[config.mk]
export PLATFORM = sky130hd
export DESIGN_NAME = plat_landing_scan
export DESIGN_NICKNAME = d
export VERILOG_FILES = /design/src/rtl/plat_landing_scan_pkg.sv /design/src/rtl/plat_slot_check.sv /design/src/rtl/plat_landing_scan.sv
export SDC_FILE = /design/constraint.sdc
export NUM_CORES = 1
export LEC_CHECK = 0
export CORE_MARGIN = 2
export CORE_UTILIZATION = 40
export CTS_CLUSTER_SIZE = 20
export DETAILED_ROUTE_END_ITERATION = 6
export PLACE_DENSITY_LB_ADDON = 0.05
export SYNTH_ARGS = -nofsm -noshare
export SYNTH_HDL_FRONTEND = slang
export SYNTH_SLANG_ARGS = --single-unit
export TNS_END_PERCENT = 1
[constraint.sdc]
create_clock -name sys_clk -period 25.9 [get_ports sys_clk]
set_input_delay 5.18 -clock sys_clk [delete_from_list [all_inputs] [get_ports sys_clk]]
set_output_delay 5.18 -clock sys_clk [all_outputs]
set_load 0.1 [all_outputs]
[src/rtl/plat_landing_scan_pkg.sv]
// Constants and state encoding shared by the landing scanner and the blocks
// around it (platform generator, character physics).
package plat_landing_scan_pkg;

  localparam int N_PLAT   = 7;
  localparam int POS_W    = 14;
  localparam int LEN_W    = 4;
  localparam int BLOCK_PX = 16;
  localparam int CHAR_W   = 16;
  localparam int VY_W     = 6;
  localparam int IDX_W    = 3;
  localparam int BLOCK_SH = $clog2(BLOCK_PX);

  typedef enum logic [1:0] {
    ST_IDLE,
    ST_SCAN,
    ST_DONE
  } scan_state_t;

endpackage

[src/rtl/plat_slot_check.sv]
// Combinational landing test of the character against a single platform slot.
module plat_slot_check
  import plat_landing_scan_pkg::*;
(
  input  logic        [POS_W-1:0] char_x,
  input  logic        [POS_W-1:0] char_y,
  input  logic signed [VY_W-1:0]  char_vy,
  input  logic        [POS_W-1:0] px,
  input  logic        [POS_W-1:0] py,
  input  logic        [LEN_W-1:0] len,
  output logic                    hit,
  output logic        [POS_W-1:0] top
);

  localparam logic [POS_W:0] CHAR_W_X = (POS_W+1)'(CHAR_W);

  logic        [POS_W:0] char_l;
  logic        [POS_W:0] char_r;
  logic        [POS_W:0] plat_l;
  logic        [POS_W:0] plat_r;
  logic signed [POS_W:0] y_next;
  logic signed [POS_W:0] top_s;

  // One extra bit keeps right-edge sums from wrapping near the top of the range.
  assign char_l = {1'b0, char_x};
  assign char_r = char_l + CHAR_W_X;
  assign plat_l = {1'b0, px};
  assign plat_r = plat_l + ((POS_W+1)'(len) << BLOCK_SH);

  // A fall below zero goes negative here and so crosses every top.
  assign y_next = $signed({1'b0, char_y})
                + $signed({{(POS_W+1-VY_W){char_vy[VY_W-1]}}, char_vy});
  assign top_s  = $signed({1'b0, py});

  assign hit = (len != '0)
            && char_vy[VY_W-1]
            && (char_r > plat_l)
            && (char_l < plat_r)
            && (char_y >= py)
            && (y_next <= top_s);

  assign top = py;

endmodule

[src/rtl/plat_landing_scan.sv]
// Sequential landing scanner: snapshots the platform list on start, tests one
// slot per clock and reports the highest platform the character lands on.
module plat_landing_scan
  import plat_landing_scan_pkg::*;
(
  input  logic                      sys_clk,
  input  logic                      sys_rst,
  input  logic                      start,
  input  logic        [POS_W-1:0]   char_x,
  input  logic        [POS_W-1:0]   char_y,
  input  logic signed [VY_W-1:0]    char_vy,
  input  logic [N_PLAT*POS_W-1:0]   plat_abs_x,
  input  logic [N_PLAT*POS_W-1:0]   plat_abs_y,
  input  logic [N_PLAT*LEN_W-1:0]   plat_len,
  output logic                      busy,
  output logic                      done,
  output logic                      land_hit,
  output logic        [POS_W-1:0]   land_y,
  output logic        [IDX_W-1:0]   land_idx
);

  localparam logic [IDX_W-1:0] LAST_IDX = IDX_W'(N_PLAT-1);

  scan_state_t state, state_next;

  logic        [POS_W-1:0]        snap_cx;
  logic        [POS_W-1:0]        snap_cy;
  logic signed [VY_W-1:0]         snap_vy;
  logic        [N_PLAT*POS_W-1:0] snap_x;
  logic        [N_PLAT*POS_W-1:0] snap_y;
  logic        [N_PLAT*LEN_W-1:0] snap_len;
  logic        [IDX_W-1:0]        idx;

  logic                           cand_hit;
  logic        [POS_W-1:0]        cand_y;
  logic        [IDX_W-1:0]        cand_idx;

  logic        [POS_W-1:0]        slot_px;
  logic        [POS_W-1:0]        slot_py;
  logic        [LEN_W-1:0]        slot_len;
  logic                           slot_hit;
  logic        [POS_W-1:0]        slot_top;

  assign slot_px  = snap_x[idx*POS_W +: POS_W];
  assign slot_py  = snap_y[idx*POS_W +: POS_W];
  assign slot_len = snap_len[idx*LEN_W +: LEN_W];

  plat_slot_check u_slot_check (
    .char_x  (snap_cx),
    .char_y  (snap_cy),
    .char_vy (snap_vy),
    .px      (slot_px),
    .py      (slot_py),
    .len     (slot_len),
    .hit     (slot_hit),
    .top     (slot_top)
  );

  // NOTE: registered state uses non-blocking assignments so every flop samples pre-edge values.
  always_ff @(posedge sys_clk or posedge sys_rst) begin
    if (sys_rst) state <= ST_IDLE;
    else         state <= state_next;
  end

  always_comb begin
    // NOTE: default first so no path through the case leaves state_next unassigned (no latch).
    state_next = state;
    unique case (state)
      ST_IDLE: if (start)            state_next = ST_SCAN;
      ST_SCAN: if (idx == LAST_IDX)  state_next = ST_DONE;
      ST_DONE:                       state_next = ST_IDLE;
      default:                       state_next = ST_IDLE;
    endcase
  end

  assign busy = (state != ST_IDLE);

  always_ff @(posedge sys_clk or posedge sys_rst) begin
    if (sys_rst) begin
      snap_cx  <= '0;
      snap_cy  <= '0;
      snap_vy  <= '0;
      snap_x   <= '0;
      snap_y   <= '0;
      snap_len <= '0;
      idx      <= '0;
      cand_hit <= 1'b0;
      cand_y   <= '0;
      cand_idx <= '0;
      done     <= 1'b0;
      land_hit <= 1'b0;
      land_y   <= '0;
      land_idx <= '0;
    end else begin
      done <= 1'b0;
      unique case (state)
        ST_IDLE: begin
          if (start) begin
            snap_cx  <= char_x;
            snap_cy  <= char_y;
            snap_vy  <= char_vy;
            snap_x   <= plat_abs_x;
            snap_y   <= plat_abs_y;
            snap_len <= plat_len;
            idx      <= '0;
            cand_hit <= 1'b0;
            cand_y   <= '0;
            cand_idx <= '0;
          end
        end
        ST_SCAN: begin
          // Strictly greater keeps the lowest index among equal tops.
          if (slot_hit && (!cand_hit || slot_top > cand_y)) begin
            cand_hit <= 1'b1;
            cand_y   <= slot_top;
            cand_idx <= idx;
          end
          if (idx != LAST_IDX) idx <= idx + 1'b1;
        end
        ST_DONE: begin
          done     <= 1'b1;
          land_hit <= cand_hit;
          land_y   <= cand_y;
          land_idx <= cand_idx;
        end
        default: ;
      endcase
    end
  end

endmodule

== Word level (Yosys, flattened, before mapping) ==
Index checks and enable logic that the tools add are counted.

* Add/subtract/negate cells: 4
* Multiply operators: 1
* Magnitude comparators: 5
* Equal/unequal tests: 8
* Shifts and indexed selects: 3
* Muxes and demuxes: 15
* Reductions and logical operators: 16

{| class="wikitable"
|+ Operators with widths
! operator !! count
|-
| indexed part select 98 x 8 -> 14 bit || 2
|-
| 2-to-1 mux 14 bit || 2
|-
| one-hot mux 14 bit (2 select lines) || 1
|-
| indexed part select 28 x 6 -> 4 bit || 1
|-
| adder 14 x 5 -> 15 bit, second input constant || 1
|-
| adder 14 x 8 -> 15 bit || 1
|-
| adder 15 x 6 -> 15 bit || 1
|-
| > comparator 15 x 14 -> 1 bit || 1
|-
| less-or-equal comparator 15 bit || 1
|-
| less-than comparator 14 x 15 -> 1 bit || 1
|-
| >= comparator 14 bit || 1
|-
| > comparator 14 bit || 1
|-
| one-hot mux 3 bit (2 select lines) || 2
|-
| 2-to-1 mux 3 bit || 3
|-
| inequality test 2 bit, second input constant || 4
|-
| logical AND 1 bit || 6
|-
| multiplier 3 x 3 -> 6 bit, second input constant || 1
|-
| AND reduction 3 bit || 2
|-
| 2-to-1 mux 2 bit || 2
|-
| one-hot mux 2 bit (2 select lines) || 1
|-
| AND reduction 2 bit || 2
|-
| nonzero test 2 bit || 2
|-
| nonzero test 4 bit || 1
|-
| adder 3 x 1 -> 3 bit, second input constant || 1
|-
| other kinds (9) || 11
|}

* Flip-flop bits (word level): 300
* Input bits: 261
* Output and inout bits: 20
* Word-level logic and storage cells: 67

== Depth between registers and ports, before layout ==
* Depth in word-level cells: 10
* Depth in mapped cells: 28
* Gate-level depth less buffers: 19

== Modules after synthesis ==
From an unflattened synthesis, not the netlist that was laid out.

* Cells, all modules: 1269
* Area, all modules: 15762.6 um^2

{| class="wikitable"
|+ By module, submodules not included
! module !! times used !! cells an instance !! area each (um^2) !! sequential area each (um^2)
|-
| plat_landing_scan || 1 || 964 || 13402.9 || 7507.2
|-
| plat_slot_check || 1 || 305 || 2359.8 || 0.0
|}

== Worst setup path before layout ==
OpenSTA, ideal clock, no wires.

* Path kind: input to register
* Start point: in start
* End point: reg snap_cx[10]
* Library setup time: 0.065 ns
* Arrival time: 6.178 ns
* Data required time: 25.835 ns
* Path slack: 19.657 ns
* Stages on the path: 6
* Path buffers: 3
* Cell sequence: nand2_1 > clkbuf_1 > clkbuf_1 > clkbuf_1 > nand2_1 > nand2_1

* Word-level cells in the longest chain between the ends: 1

{| class="wikitable"
|+ Ends and longest elaborated chain
! what !! RTL line !! source
|-
| start, declared || plat_landing_scan.sv:8 || <nowiki>input logic start,</nowiki>
|-
| AND reduction 2 bit (no source line) || - ||
|-
| end signal, assigned || plat_landing_scan.sv:99 || <nowiki>snap_cx <= char_x;</nowiki>
|-
| end, declared || plat_landing_scan.sv:26 || <nowiki>logic [POS_W-1:0] snap_cx;</nowiki>
|}

Every way passes these cells.
A chain may end at the register's enable or synchronous reset.

== Worst setup path after layout ==
* Start point: in start
* End point: reg idx[1]

* Word-level cells in the longest chain between the ends: 2

{| class="wikitable"
|+ Ends and longest elaborated chain
! what !! RTL line !! source
|-
| inequality test 2 bit (no source line) || - ||
|-
| AND reduction 3 bit (no source line) || - ||
|-
| end signal, assigned || plat_landing_scan.sv:118 || <nowiki>if (idx != LAST_IDX) idx <= idx + 1'b1;</nowiki>
|-
| end, declared || plat_landing_scan.sv:32 || <nowiki>logic [IDX_W-1:0] idx;</nowiki>
|}

Every way passes these cells.

==> impl_summary.md <==
Timing
The headroom to the max-slew limit is 21.04%. The transition time at the pin with the least slew margin is 1.184 ns. The highest attainable clock frequency is 120.7 MHz. The number of slew-limit violations in the final report was 0. Setup violations remaining at the end of the flow were counted as 0. Setup repair after global routing left no endpoint under its margin.

The final hold violation count came to 0. The maximum clock skew at final layout is about 0.018 ns. Across all setup checks in the final design, the least slack found is around 18 ns. The post-route minimum period is between 8 and 9 ns. In the final timing run, aggregate negative setup slack is 0 ns. The final critical path takes up 31.99% of the cycle.

Worst setup path
STA classifies the critical path startpoint as an input pin. The launching point of the worst reg2reg path is idx[1]. The setup check on the worst reg-to-reg path leaves a slack of approximately 20 ns. The highest fanout seen on the critical path is 110. The critical path required time is about 26 ns.

The worst register-to-register path ends at cand_y[8]. The setup path with the least slack is of type in -> reg. The number of cells on the worst reg-to-reg path is 16. For the worst setup path, the data arrival time is slightly below 9 ns. The worst setup path is captured at a flip-flop.

Place
The number of buffers added on ports is 280. The global placement routability congestion is between 0.8 and 0.9. The half-perimeter wire length after detailed placement is around 31,000 microns. The instance area at placement is between 0.015 and 0.02 sq mm. Before CTS, the worst setup slack after placement is between 15 and 20 ns. Counting tap cells, the placed design contains a total of 2,441 instances.

Layout
The growth of design area from synthesis to finish is 27.84%. In the final layout, the share of cells above drive strength 1 is between 7 and 8%. The post-layout instance count excluding filler cells is about 2,500.

With fillers left out, the area of the finished cells amounts to about 0.020 sq mm. 0 antenna diodes ended up in the layout. The number of nets in the layout is ~2,300.

GRT
The number of antenna violations at the first check in global routing is 0. Global routing consumed, over all layers together, around 22% of the routing resources. The total grt overflow is 0. The first global-routing pass estimated slightly above 70,000 microns of wire. Entering global routing, the biggest net connects 111 pins. The via count of the first global-routing pass was between 10,000 and 15,000.

Synth
The synthesized design spends more area on one cell type than any other, namely sky130_fd_sc_hd__dfrtp_1. Yosys attributes the largest share of cell area to sky130_fd_sc_hd__dfrtp_1 (48%), sky130_fd_sc_hd__nand2_1 (19%), sky130_fd_sc_hd__ha_1 (7.0%). The most used flip-flop cell after synthesis is sky130_fd_sc_hd__dfrtp_1. The number of nets handed over by synthesis was between 2,000 and 2,500.

Of the synthesized area, sequential elements account for between 40% and 50%. The synthesized area divided by synthesized cell count is 9.049 sq um. In this run, synthesis inferred 0 flip-flops with an integrated enable.

The number of distinct standard cells referenced by the synthesized netlist is 61. The fraction of synthesized cell area taken by the top area cell type is 48.38%. The mapped netlist covers roughly 0.016 sq mm.

Synthesis produced a netlist whose cell count is between 1,500 and 2,000. After synthesis, the share of flip-flops with an asynchronous set or reset is 100.0%. The flop and latch count out of synthesis is 300. The count of warnings emitted by yosys is 0.

Clocking
Clock-pin slew was measured on the worst setup and hold paths at 0.06 ns. TritonCTS built the clock tree. The clock tree synthesis step divided the H-tree into 2 levels. The cell at the root of the clock tree is sky130_fd_sc_hd__clkbuf_16.

The total of hold buffers inserted after clock tree synthesis is 0. The number of buffers added by the clock tree synthesis step is 36. Counting every sink on the clock net gives 300. The clock insertion delay at the later pin of the skew report is about 0.55 ns. The buffer depth of the longest clock path is 3. The post-CTS resize count is 0. The number of setup buffers added after CTS is 0.

Job
Across the run, the number of max-cap violations was 0.

Floorplanning
The number of top-level design ports is 281. The die is 201.0 microns tall. The die width is 201.0 microns. Once the floorplan was initialized, standard cells occupied between 40% and 50% of the core.

The placeable core area is just under 0.04 sq mm. The die area is between 0.04 and 0.05 sq mm. The floorplan has just over 70 rows.

Routing
The detailed-router iteration count before antenna repair is 4. Wires add up to 43,960 microns. In the final routed layout, each cell accounts on average for about 18 microns. The detail route stage leaves a number of antenna-violating nets equal to 0. The via-per-instance ratio is about 5. For this run, design rule violations remaining after detail routing come to 0. The overall via count from detail_route is around 12,000. The first routing iteration left 696 violations.

Power and ir drop
The overall power after layout is approximately 2.8 mW. The clock network is responsible for around 18% of the overall power. For this design the static power due to leakage is roughly 10 nW. The worst vdd rail ir drop is 0.05550 mV. The sequential cell fraction of total power is a little under a third. Internal power comes to between 1.5 and 2 mW. Combinational logic is responsible for between 50% and 60% of the overall power. The power density normalized to cell area is 139.9 mW/mm^2. The analysis attributes to net switching a power of about 1.2 mW. Net switching is around 44% of the power.

Hold path
The hold path depth is 2. The beginning of the worst hold path is snap_y[86]. The path with the worst hold slack has its endpoint at snap_y[86]. The classification of the worst-slack hold path is reg -> reg.

Run status
The flow ran to the end, and the final reports show no timing, DRC or antenna violations.
## power groups by stage
stage                     Combinational, mW  Clock [mW]  Sequential, mW
after floorplan                       0.994           0           0.886
after global placement                 1.42           0           0.839
after detailed placement               1.45           0           0.843
after CTS                              1.46       0.507           0.839
after global routing                   1.63       0.523           0.866
final                                  1.44       0.493           0.838
## how the worst max path moves through the flow
stage                        from  endpoint  slack [ns]
final                       start    idx[1]       17.62
after global routing        start    idx[1]       17.32
after CTS                   start    idx[1]       17.62
after detailed placement    start    idx[1]       17.03
after global placement      start    idx[1]       17.02
after floorplan           sys_rst  cand_hit       12.43
## state kept, by name, indices dropped and copies added (netlist names), 6 cells and up
name	flops
snap_x	98
snap_y	98
snap_cx	14
snap_vy	6
land_y	14
snap_cy	14
cand_y	14
snap_len	28
## cells in the mapped netlist, types with 9 or more instances
library cell / instances
sky130_fd_sc_hd__a21oi_1: 31
sky130_fd_sc_hd__mux2i_1: 42
sky130_fd_sc_hd__xnor2_1: 19
sky130_fd_sc_hd__a21o_1: 11
sky130_fd_sc_hd__clkbuf_1: 69
sky130_fd_sc_hd__a221o_1: 23
sky130_fd_sc_hd__o21ai_0: 39
sky130_fd_sc_hd__dfrtp_1: 300
sky130_fd_sc_hd__nor2_1: 35
sky130_fd_sc_hd__xor2_1: 9
sky130_fd_sc_hd__a221oi_1: 14
sky130_fd_sc_hd__mux4_2: 22
sky130_fd_sc_hd__nand2_1: 801
sky130_fd_sc_hd__inv_1: 48
sky130_fd_sc_hd__mux2_2: 44
sky130_fd_sc_hd__nand3_1: 16
sky130_fd_sc_hd__nor2b_1: 10
sky130_fd_sc_hd__ha_1: 87
sky130_fd_sc_hd__nor3_1: 9
## placed cells by master (no fill, tap or decap), types with 9 or more instances in the layout
master and n:
sky130_fd_sc_hd__a21oi_1 31, sky130_fd_sc_hd__buf_4 16, sky130_fd_sc_hd__a221oi_1 14, sky130_fd_sc_hd__mux2_2 44, sky130_fd_sc_hd__clkbuf_16 36, sky130_fd_sc_hd__clkdlybuf4s50_1 280, sky130_fd_sc_hd__inv_1 47, sky130_fd_sc_hd__xor2_1 9
sky130_fd_sc_hd__xnor2_1 19, sky130_fd_sc_hd__mux4_2 22, sky130_fd_sc_hd__nor3_1 9, sky130_fd_sc_hd__mux2i_1 42, sky130_fd_sc_hd__a21o_1 11, sky130_fd_sc_hd__o21ai_0 39, sky130_fd_sc_hd__nor2_1 35, sky130_fd_sc_hd__nor2b_1 9
sky130_fd_sc_hd__a221o_1 23, sky130_fd_sc_hd__nand3_1 16, sky130_fd_sc_hd__dfrtp_1 298, sky130_fd_sc_hd__ha_1 87, sky130_fd_sc_hd__nand2_1 800
## routing by layer
metal | GRT usage (%) | vias up | routed length (microns)
met2 | 32.77 | 265 | 19210
met4 | 6.085 | 0 | 792
li1 | - | 6138 | -
met5 | 0 | - | 0
met1 | 33.37 | 5966 | 21880
met3 | 3.880 | 50 | 2078
## worst max-delay path, cell delays in order
cell and delay (ns):
sky130_fd_sc_hd__clkdlybuf4s50_1 0.46, sky130_fd_sc_hd__nand2_4 0.67, sky130_fd_sc_hd__buf_4 0.78, sky130_fd_sc_hd__buf_4 0.98
sky130_fd_sc_hd__nand2_1 0.22, sky130_fd_sc_hd__mux2_2 0.33
## kinds of logic after synthesis
kind of cell	Yosys count	synth area share, %
AND/OR/NAND/NOR	900	22.79
flip-flops	300	48.38
multiplexers	110	9.240
buffers and inverters	136	3.846
AO/OA/AOI/OAI	152	6.902
XOR/XNOR	28	1.580
adder cells (fa/ha/maj)	89	7.272
## area by class of cell
cell class / instances / area, sq um
Clock inverter: 9 / 100.1
Clock buffer: 52 / 1041
Multi-Input combinational cell: 1279 / 7427
Inverter: 48 / 187.7
Fill cell: 3737 / 18630
Tap cell: 518 / 648.1
Sequential cell: 300 / 7512
Timing Repair Buffer: 296 / 2923
## stage by stage
| step | util [%] | hold slack (ns) |
|---|---|---|
| 2_1_floorplan | - | 0.4385 |
| 3_3_place_gp | 48.61 | 0.4530 |
| 3_5_place_dp | 48.61 | 0.4573 |
| 4_1_cts | 51.57 | 0.4714 |
| 5_1_grt | 51.57 | 0.4913 |
| 6_report | 51.57 | 0.4680 |
No activity file was read; power rests on OpenSTA's default activity.
